**config.mk**
```make
export PLATFORM = sky130hd
export DESIGN_NAME = tone_detector_iq
export DESIGN_NICKNAME = d
export VERILOG_FILES = /design/src/rtl/tone_detector_iq.sv
export SDC_FILE = /design/constraint.sdc
export NUM_CORES = 2
export LEC_CHECK = 0
export CORE_ASPECT_RATIO = 1.25
export CORE_UTILIZATION = 64
export DETAILED_ROUTE_END_ITERATION = 7
export HOLD_SLACK_MARGIN = 0.08
export PLACE_DENSITY = 0.82
export SLEW_MARGIN = 40
export SYNTH_ARGS = -nofsm -noshare
export SYNTH_HDL_FRONTEND = slang
export SYNTH_SLANG_ARGS = --single-unit
```
**constraint.sdc**
```tcl
create_clock -name clk -period 12.5 [get_ports clk]
set_clock_uncertainty 0.1 [all_clocks]
set_input_delay 2.5 -clock clk [delete_from_list [all_inputs] [get_ports clk]]
set_output_delay 2.5 -clock clk [all_outputs]
set_load 0.03 [all_outputs]
```
**src/rtl/tone_detector_iq.sv**
```systemverilog
// -----------------------------------------------------------------------------
// tone_detector_iq
//
// Quadrature tone detector. Each accepted sample is multiplied by the local
// cos/sin reference, and the two products are integrated over i_len samples.
// One I/Q/magnitude/overflow result is produced per run. Instantiate one
// detector per tone of interest.
//
// Ports
//   clk        in   1      system clock, rising edge
//   rst_n      in   1      asynchronous active-low reset
//   i_start    in   1      start a run (looked at only while idle)
//   i_len      in   CNT_W  samples per run, latched at start (0 = no run)
//   i_valid    in   1      i_sample / i_ref_cos / i_ref_sin valid this cycle
//   i_sample   in   IN_W   signed sample (1.3.14)
//   i_ref_cos  in   REF_W  signed cos reference (1.1.14)
//   i_ref_sin  in   REF_W  signed sin reference (1.1.14)
//   o_busy     out  1      run in progress
//   o_valid    out  1      one-cycle pulse when o_i/o_q/o_mag/o_ovf update
//   o_i        out  ACC_W  sum(sample*cos), signed, saturating
//   o_q        out  ACC_W  sum(sample*sin), signed, saturating
//   o_mag      out  ACC_W  max(|I|,|Q|) + min(|I|,|Q|)/2, unsigned
//   o_ovf      out  1      an accumulator saturated during the run
// -----------------------------------------------------------------------------
module tone_detector_iq #(
    parameter int IN_W  = 18,
    parameter int REF_W = 16,
    parameter int ACC_W = 48,
    parameter int CNT_W = 16
) (
    input  logic                    clk,
    input  logic                    rst_n,
    input  logic                    i_start,
    input  logic [CNT_W-1:0]        i_len,
    input  logic                    i_valid,
    input  logic signed [IN_W-1:0]  i_sample,
    input  logic signed [REF_W-1:0] i_ref_cos,
    input  logic signed [REF_W-1:0] i_ref_sin,
    output logic                    o_busy,
    output logic                    o_valid,
    output logic signed [ACC_W-1:0] o_i,
    output logic signed [ACC_W-1:0] o_q,
    output logic [ACC_W-1:0]        o_mag,
    output logic                    o_ovf
);

    localparam int PROD_W = IN_W + REF_W;
    // Adder wide enough for either operand plus a carry, so a narrow
    // accumulator (ACC_W < PROD_W) still sees the full product.
    localparam int SUM_W  = ((ACC_W > PROD_W) ? ACC_W : PROD_W) + 1;

    localparam logic signed [ACC_W-1:0] ACC_MAX = {1'b0, {(ACC_W-1){1'b1}}};
    localparam logic signed [ACC_W-1:0] ACC_MIN = {1'b1, {(ACC_W-1){1'b0}}};
    localparam logic signed [SUM_W-1:0] SUM_MAX = SUM_W'(ACC_MAX);
    localparam logic signed [SUM_W-1:0] SUM_MIN = SUM_W'(ACC_MIN);
    localparam logic [CNT_W-1:0]        CNT_ONE = CNT_W'(1);

    typedef enum logic [1:0] {
        IDLE  = 2'd0,
        RUN   = 2'd1,
        DRAIN = 2'd2,
        DUMP  = 2'd3
    } state_t;

    // Saturating accumulate; sat reports that the result was clamped.
    function automatic logic signed [ACC_W-1:0] sat_add(
        input  logic signed [ACC_W-1:0]  acc,
        input  logic signed [PROD_W-1:0] prod,
        output logic                     sat
    );
        logic signed [SUM_W-1:0] s;
        s       = SUM_W'(acc) + SUM_W'(prod);
        sat     = 1'b0;
        sat_add = s[ACC_W-1:0];
        if (s > SUM_MAX) begin
            sat     = 1'b1;
            sat_add = ACC_MAX;
        end else if (s < SUM_MIN) begin
            sat     = 1'b1;
            sat_add = ACC_MIN;
        end
    endfunction

    // |x| with the most-negative code folded onto the most-positive one.
    function automatic logic [ACC_W-1:0] abs_sat(input logic signed [ACC_W-1:0] x);
        if (x == ACC_MIN) begin
            abs_sat = $unsigned(ACC_MAX);
        end else if (x[ACC_W-1]) begin
            abs_sat = $unsigned(-x);
        end else begin
            abs_sat = $unsigned(x);
        end
    endfunction

    // Alpha-max-plus-beta-min magnitude (alpha = 1, beta = 1/2), clamped.
    function automatic logic [ACC_W-1:0] mag_approx(
        input logic signed [ACC_W-1:0] a,
        input logic signed [ACC_W-1:0] b
    );
        logic [ACC_W-1:0] aa;
        logic [ACC_W-1:0] bb;
        logic [ACC_W-1:0] hi;
        logic [ACC_W-1:0] lo;
        logic [ACC_W:0]   s;
        aa = abs_sat(a);
        bb = abs_sat(b);
        if (aa >= bb) begin
            hi = aa;
            lo = bb;
        end else begin
            hi = bb;
            lo = aa;
        end
        s = {1'b0, hi} + {2'b00, lo[ACC_W-1:1]};
        mag_approx = s[ACC_W] ? {ACC_W{1'b1}} : s[ACC_W-1:0];
    endfunction

    state_t                    state;
    logic [CNT_W-1:0]          len_q;
    logic [CNT_W-1:0]          cnt_q;
    logic                      ovf_q;

    logic                      accept_p0;
    logic signed [PROD_W-1:0]  samp_x_p0;
    logic signed [PROD_W-1:0]  cos_x_p0;
    logic signed [PROD_W-1:0]  sin_x_p0;

    logic                      vld_p1;
    logic signed [PROD_W-1:0]  prod_i_p1;
    logic signed [PROD_W-1:0]  prod_q_p1;

    logic signed [ACC_W-1:0]   acc_i_p2;
    logic signed [ACC_W-1:0]   acc_q_p2;
    logic signed [ACC_W-1:0]   acc_i_nxt;
    logic signed [ACC_W-1:0]   acc_q_nxt;
    logic                      sat_i;
    logic                      sat_q;

    // ---- stage 0: sample acceptance (only while running) ----
    assign accept_p0 = (state == RUN) && i_valid;
    assign samp_x_p0 = PROD_W'(i_sample);
    assign cos_x_p0  = PROD_W'(i_ref_cos);
    assign sin_x_p0  = PROD_W'(i_ref_sin);

    // ---- stage 1: full-precision mixer products ----
    always_ff @(posedge clk or negedge rst_n) begin
        if (!rst_n) begin
            vld_p1    <= 1'b0;
            prod_i_p1 <= '0;
            prod_q_p1 <= '0;
        end else begin
            vld_p1 <= accept_p0;
            if (accept_p0) begin
                prod_i_p1 <= samp_x_p0 * cos_x_p0;
                prod_q_p1 <= samp_x_p0 * sin_x_p0;
            end
        end
    end

    // ---- stage 2: saturating integrate ----
    always_comb begin
        sat_i     = 1'b0;
        sat_q     = 1'b0;
        acc_i_nxt = sat_add(acc_i_p2, prod_i_p1, sat_i);
        acc_q_nxt = sat_add(acc_q_p2, prod_q_p1, sat_q);
    end

    always_ff @(posedge clk or negedge rst_n) begin
        if (!rst_n) begin
            state    <= IDLE;
            len_q    <= '0;
            cnt_q    <= '0;
            ovf_q    <= 1'b0;
            acc_i_p2 <= '0;
            acc_q_p2 <= '0;
            o_busy   <= 1'b0;
            o_valid  <= 1'b0;
            o_i      <= '0;
            o_q      <= '0;
            o_mag    <= '0;
            o_ovf    <= 1'b0;
        end else begin
            o_valid <= 1'b0;

            // vld_p1 is only ever set by RUN acceptances, so this fires in
            // RUN and in the single DRAIN cycle that follows the last sample.
            if (vld_p1) begin
                acc_i_p2 <= acc_i_nxt;
                acc_q_p2 <= acc_q_nxt;
                if (sat_i || sat_q) begin
                    ovf_q <= 1'b1;
                end
            end

            case (state)
                IDLE: begin
                    if (i_start && (i_len != '0)) begin
                        len_q    <= i_len;
                        cnt_q    <= '0;
                        ovf_q    <= 1'b0;
                        acc_i_p2 <= '0;
                        acc_q_p2 <= '0;
                        o_busy   <= 1'b1;
                        state    <= RUN;
                    end
                end
                RUN: begin
                    if (i_valid) begin
                        cnt_q <= cnt_q + CNT_ONE;
                        if ((cnt_q + CNT_ONE) == len_q) begin
                            state <= DRAIN;
                        end
                    end
                end
                DRAIN: begin
                    o_busy <= 1'b0;
                    state  <= DUMP;
                end
                DUMP: begin
                    o_i     <= acc_i_p2;
                    o_q     <= acc_q_p2;
                    o_mag   <= mag_approx(acc_i_p2, acc_q_p2);
                    o_ovf   <= ovf_q;
                    o_valid <= 1'b1;
                    state   <= IDLE;
                end
                default: begin
                    o_busy <= 1'b0;
                    state  <= IDLE;
                end
            endcase
        end
    end

endmodule

```
**Word level (Yosys, flattened, before mapping)**

Cells that the tools add are included.

- Add/subtract/negate cells: 6
- Multipliers: 2
- Magnitude comparators: 5
- Equality and inequality tests: 9
- Muxes and demuxes: 39
- Reduce and logical (&&, ||, !) cells: 11

Operators with widths:

| kind | number |
|---|---|
| $mux W48 | 21 |
| $add A48 B34 Y49 | 2 |
| $gt A49 B48 Y1 const B | 2 |
| $lt A49 B48 Y1 const B | 2 |
| $eq A48 B48 Y1 const B | 2 |
| $neg A48 Y48 | 2 |
| $mul A18 B16 Y34 | 2 |
| $add A48 B47 Y49 | 1 |
| $ge A48 B48 Y1 | 1 |
| $mux W16 | 2 |
| $pmux W16 S2 | 1 |
| $add A16 B1 Y16 const B | 1 |
| $eq A16 B16 Y1 | 1 |
| $reduce_bool A16 Y1 | 1 |
| $mux W1 | 10 |
| $pmux W2 S4 | 1 |
| $mux W2 | 3 |
| $reduce_and A3 Y1 | 2 |
| $eq A2 B2 Y1 const B | 2 |
| $ne A2 B2 Y1 const B | 2 |
| $reduce_and A2 Y1 | 2 |
| $reduce_bool A2 Y1 | 2 |
| $eq A2 B1 Y1 const B | 1 |
| $logic_and A1 B1 Y1 | 2 |
| other kinds (4) | 4 |

- Bits in registers: 347
- Input bits: 70
- Output and inout bits: 147
- Logic and storage cells: 87

**Longest topological paths before layout**

- Depth after elaboration: 9
- Depth in mapped cells: 38
- Depth with buffers taken out: 34

**Worst setup path before layout**

No wires, ideal clock.

- Path type: input -> register
- Start point: input port i_ref_cos[5]
- End point: register prod_i_p1[32]
- Setup time: 0.136 ns
- Arrival: 8.811 ns
- Required time: 12.264 ns
- Slack: 3.453 ns
- Stages on the path: 26
- Path buffers: 2
- Cells stage by stage: clkbuf_1 -> clkbuf_1 -> nand2_1 -> fa_1 -> inv_1 -> fa_1 -> inv_1 -> fa_1 -> fa_1 -> inv_1 -> fa_1 -> inv_1 -> fa_1 -> inv_1 -> ha_1 -> a21o_1 -> a21oi_1 -> o21ai_0 -> a32oi_1 -> a21bo_2 -> o41ai_1 -> o21ai_0 -> or4_1 -> a31oi_1 -> xor2_1 -> o21ai_0

- Longest elaborated chain between the ends: 1

RTL lines:

| item | RTL line | RTL |
|---|---|---|
| start, declared | 37 | `input logic signed [REF_W-1:0] i_ref_cos,` |
| $mul A18 B16 Y34 | 154 | `prod_i_p1 <= samp_x_p0 * cos_x_p0;` |
| end signal, assigned | 154 |  |
| end, declared | 129 | `logic signed [PROD_W-1:0] prod_i_p1;` |

No other way between the ends.
A chain may end at the register's enable or synchronous reset.

**Final worst setup path**

- Start point: register acc_i_p2[20]
- End point: register o_mag[30]

- Longest elaborated chain between the ends: 9
- Elaborated cells on any way between the ends: 12
- Classes of those cells: 2 x add/sub; 1 x order compare; 1 x eq/ne; 8 x mux

RTL lines:

| item | RTL line | RTL |
|---|---|---|
| start, declared | 132 | `logic signed [ACC_W-1:0] acc_i_p2;` |
| start signal, assigned | 188 | `acc_i_p2 <= acc_i_nxt;` |
| $neg A48 Y48 | 89 | `abs_sat = $unsigned(-x);` |
| $mux W48 | 88 | `end else if (x[ACC_W-1]) begin` |
| $mux W48 * | 86 | `if (x == ACC_MIN) begin` |
| $mux W48 * | 195 | `case (state)` |
| $ge A48 B48 Y1 | 107 | `if (aa >= bb) begin` |
| $mux W48 | 107 |  |
| $mux W48 | 195 |  |
| $add A48 B47 Y49 * | 114 | `s = {1'b0, hi} + {2'b00, lo[ACC_W-1:1]};` |
| $mux W48 * | 115 | `mag_approx = s[ACC_W] ? {ACC_W{1'b1}} : s[ACC_W-1:0];` |
| end signal, assigned | 222 | `o_mag <= mag_approx(acc_i_p2, acc_q_p2);` |
| end, declared | 43 | `output logic [ACC_W-1:0] o_mag,` |

Every way passes the cells marked *; elsewhere a longest branch is shown, timed or not. The select of a mux whose other input is x is not followed.

==> impl_results.md <==
- Synth cell types: 77
- Clk Latency, worst-skew pair: 550 ps
- Area delta synth->final: 8.12%
- Clk buf depth: 3
- Mapped Nets: 6565
- Worst-path fanout max: 57
- Yosys top cell by area: fa_1
- Die Area: 0.0760 mm²
- DIE HEIGHT: 308 µm
- Antenna violations before repair: 0
- Fraction of registers with async set/reset: 100%
- Max-slew violations: 0
- Post-synthesis sequential area ratio: 18.1%
- Reg clk slew, reported paths: 60 ps
- Port bufs: 216
- Setup Fix Bufs, Post-CTS: 0
- Crit path time final: 9840 ps
- Failing checks: DRC
- Global route overflow: 0
- Syn. warnings: 0
- Routed WL: 129000 µm
- Critical Path RT: 12830 ps
- Root Buffer Master: clkbuf_16
- IO Pins: 217
- Relative slew slack: 40.0%
- Htree depth: 2
- Iter 0 DRT Violations: 2739
- Gpl congestion: 1.02
- Mapped cell area: 0.0479 mm²
- Drt pass-1 iters: 8
- Worst-Margin Slew: 898 ps
- Worst Path Arrival: 10160 ps
- Synthesized flop and latch total: 347
- Max incr delay on CP: 670 ps
- DRC viols: 41
- Status: finished with violations
- Crit share post-route: 78.7%
- CORE AREA: 0.0737 mm²
- Hpwl dp: 102000 µm
- Most used cell along the critical path: or3_4
- Setup_tns: 0 ps
- Global-route wire length before repair: 207000 µm
- Crit Path Category: reg2reg
- Vias/cell: 6.04
- Max-Cap Viols: 0
- Nets: 6569
- Startpoint class of the critical path: flip-flop
- Avg WL per Cell: 19.7 µm
- Total GRT Usage: 34.3%
- # hold bufs at CTS: 0
- # resized after CTS: 0
- Post-synth EDFFs: 0
- Initial Util: 65.0%
- Largest net degree at the start of global routing: 134
- Number of global-route vias before repair: 40000
- Share of the synthesized area in the top cell type: 24.3%
- Row cnt: 111
- # diodes: 0
- CTS tree: done
- Via count: 39400
- Share of cells above drive strength 1: 4.74%
- Die X: 247 µm
- Avg Cell Area, Syn: 8.65 µm²
- CTS buffer count: 35
- Post-route ant nets: 0
- Min-Delay Path Class: reg2reg
- Clock sink count: 347
- RSZ-0062 raised after global routing: false
- Setup crit end kind: flip-flop
- Post-Syn Instances: 5541
- CP max-delay cell: a2111oi_1
- # setup viols final: 0
- Final Hold Viols: 0
- FMAX: 102 MHz
- Synth top area cells: fa_1, dfrtp_1, ha_1
- Top_reg_cell synth: dfrtp_1
-- state kept, by name, indices dropped and copies added, names as in the netlist --
register / cells
cnt_q: 16
acc_q_p2: 48
prod_i_p1: 34
vld_p1: 1
o_i: 48
ovf_q: 1
o_q: 48
o_ovf: 1
len_q: 16
state: 2
o_mag: 48
o_valid: 1
acc_i_p2: 48
o_busy: 1
prod_q_p1: 34
-- cells in the final DEF (no fill, tap or decap), types with 98 or more instances in the layout --
cell type,n
and2_1,226
xnor2_1,147
nor2_1,287
fa_1,583
a21o_1,136
dfrtp_1,346
xor2_1,167
ha_1,369
a21oi_1,342
mux2_2,112
o21ai_0,341
inv_1,722
a31oi_1,98
nand2_1,691
clkdlybuf4s50_1,212
-- cells by family (layout without fill, tap and decap cells) --
logic type               Yosys count  in the layout  synth area share [%]
AND/OR/NAND/NOR                 1545           1545                  15.0
AO/OA/AOI/OAI                   1199           1199                  15.3
buffers and inverters           1011           1041                  7.98
adder cells (fa/ha/maj)         1000           1000                  35.0
flip-flops                       347            347                  18.1
XOR/XNOR                         314            314                  5.74
multiplexers                     125            125                  2.93
-- path summary, 6_finish.rpt --
check | start | endpoint | slack (ps) | cells past startpoint
max | acc_i_p2[20] | o_mag[30] | 2660 | 32
min | prod_i_p1[7] | prod_i_p1[7] | 390 | 2
max reg2reg | acc_i_p2[20] | o_mag[30] | 2660 | 32
min reg2reg | prod_i_p1[7] | prod_i_p1[7] | 390 | 2
max in group asynchronous | rst_n | o_i[12] | 8600 | 4
min in group asynchronous | rst_n | len_q[8] | 1850 | 1
-- critical path, delay by kind of cell, from the launching register on --
| kind | cells | cell delay [ps] |
|---|---|---|
| compound gates | 17 | 4370 |
| simple gates | 9 | 3010 |
| fa+ha+maj | 3 | 1030 |
| flops | 1 | 480 |
| buf+inv | 1 | 370 |
| xor+xnor | 2 | 330 |
-- stage by stage --
step / utilization (%) / area (µm²) / hold slack, ps / cells / setup slack [ps]
finish: 70.3 / 51800 / 389 / 6531 / 2660
global route: 70.3 / 51800 / 416 / 6531 / 1990
CTS: 70.2 / 51800 / 397 / 6530 / 2540
detailed placement: 68.6 / 50600 / 378 / 6467 / 2220
global placement: 68.5 / 50500 / 370 / 6465 / 2400
floorplan: - / 47900 / 355 / 5541 / 3450
-- cell type report --
cell class                      instances  area (µm²)
Timing Repair Buffer                  255        2500
Fill cell                            5775       21900
Tap cell                              960        1200
Clock inverter                         13         164
Inverter                              723        2710
Sequential cell                       347        8690
Multi-Input combinational cell       4183       35500
Clock buffer                           50        1050
-- metal layers --
layer  vias up  GRT usage, %  share of wire, %
met5         -             0                 0
met4         0          17.6               5.7
met3       357          2.85               5.5
met2      1525          59.6                50
met1     19300          42.5                39
li1      18300             -                 -
-- cells in the mapped netlist, drive strengths merged, types with 147 or more instances --
cell type / instances
inv: 723
ha: 371
nand2: 694
and2: 226
dfrtp: 347
clkbuf: 273
fa: 583
nor2: 288
xnor2: 147
o21ai: 347
xor2: 167
a21oi: 343
Power is not shown: default switching activity piles up to over one toggle a cycle in this logic, so the estimate is an artifact.
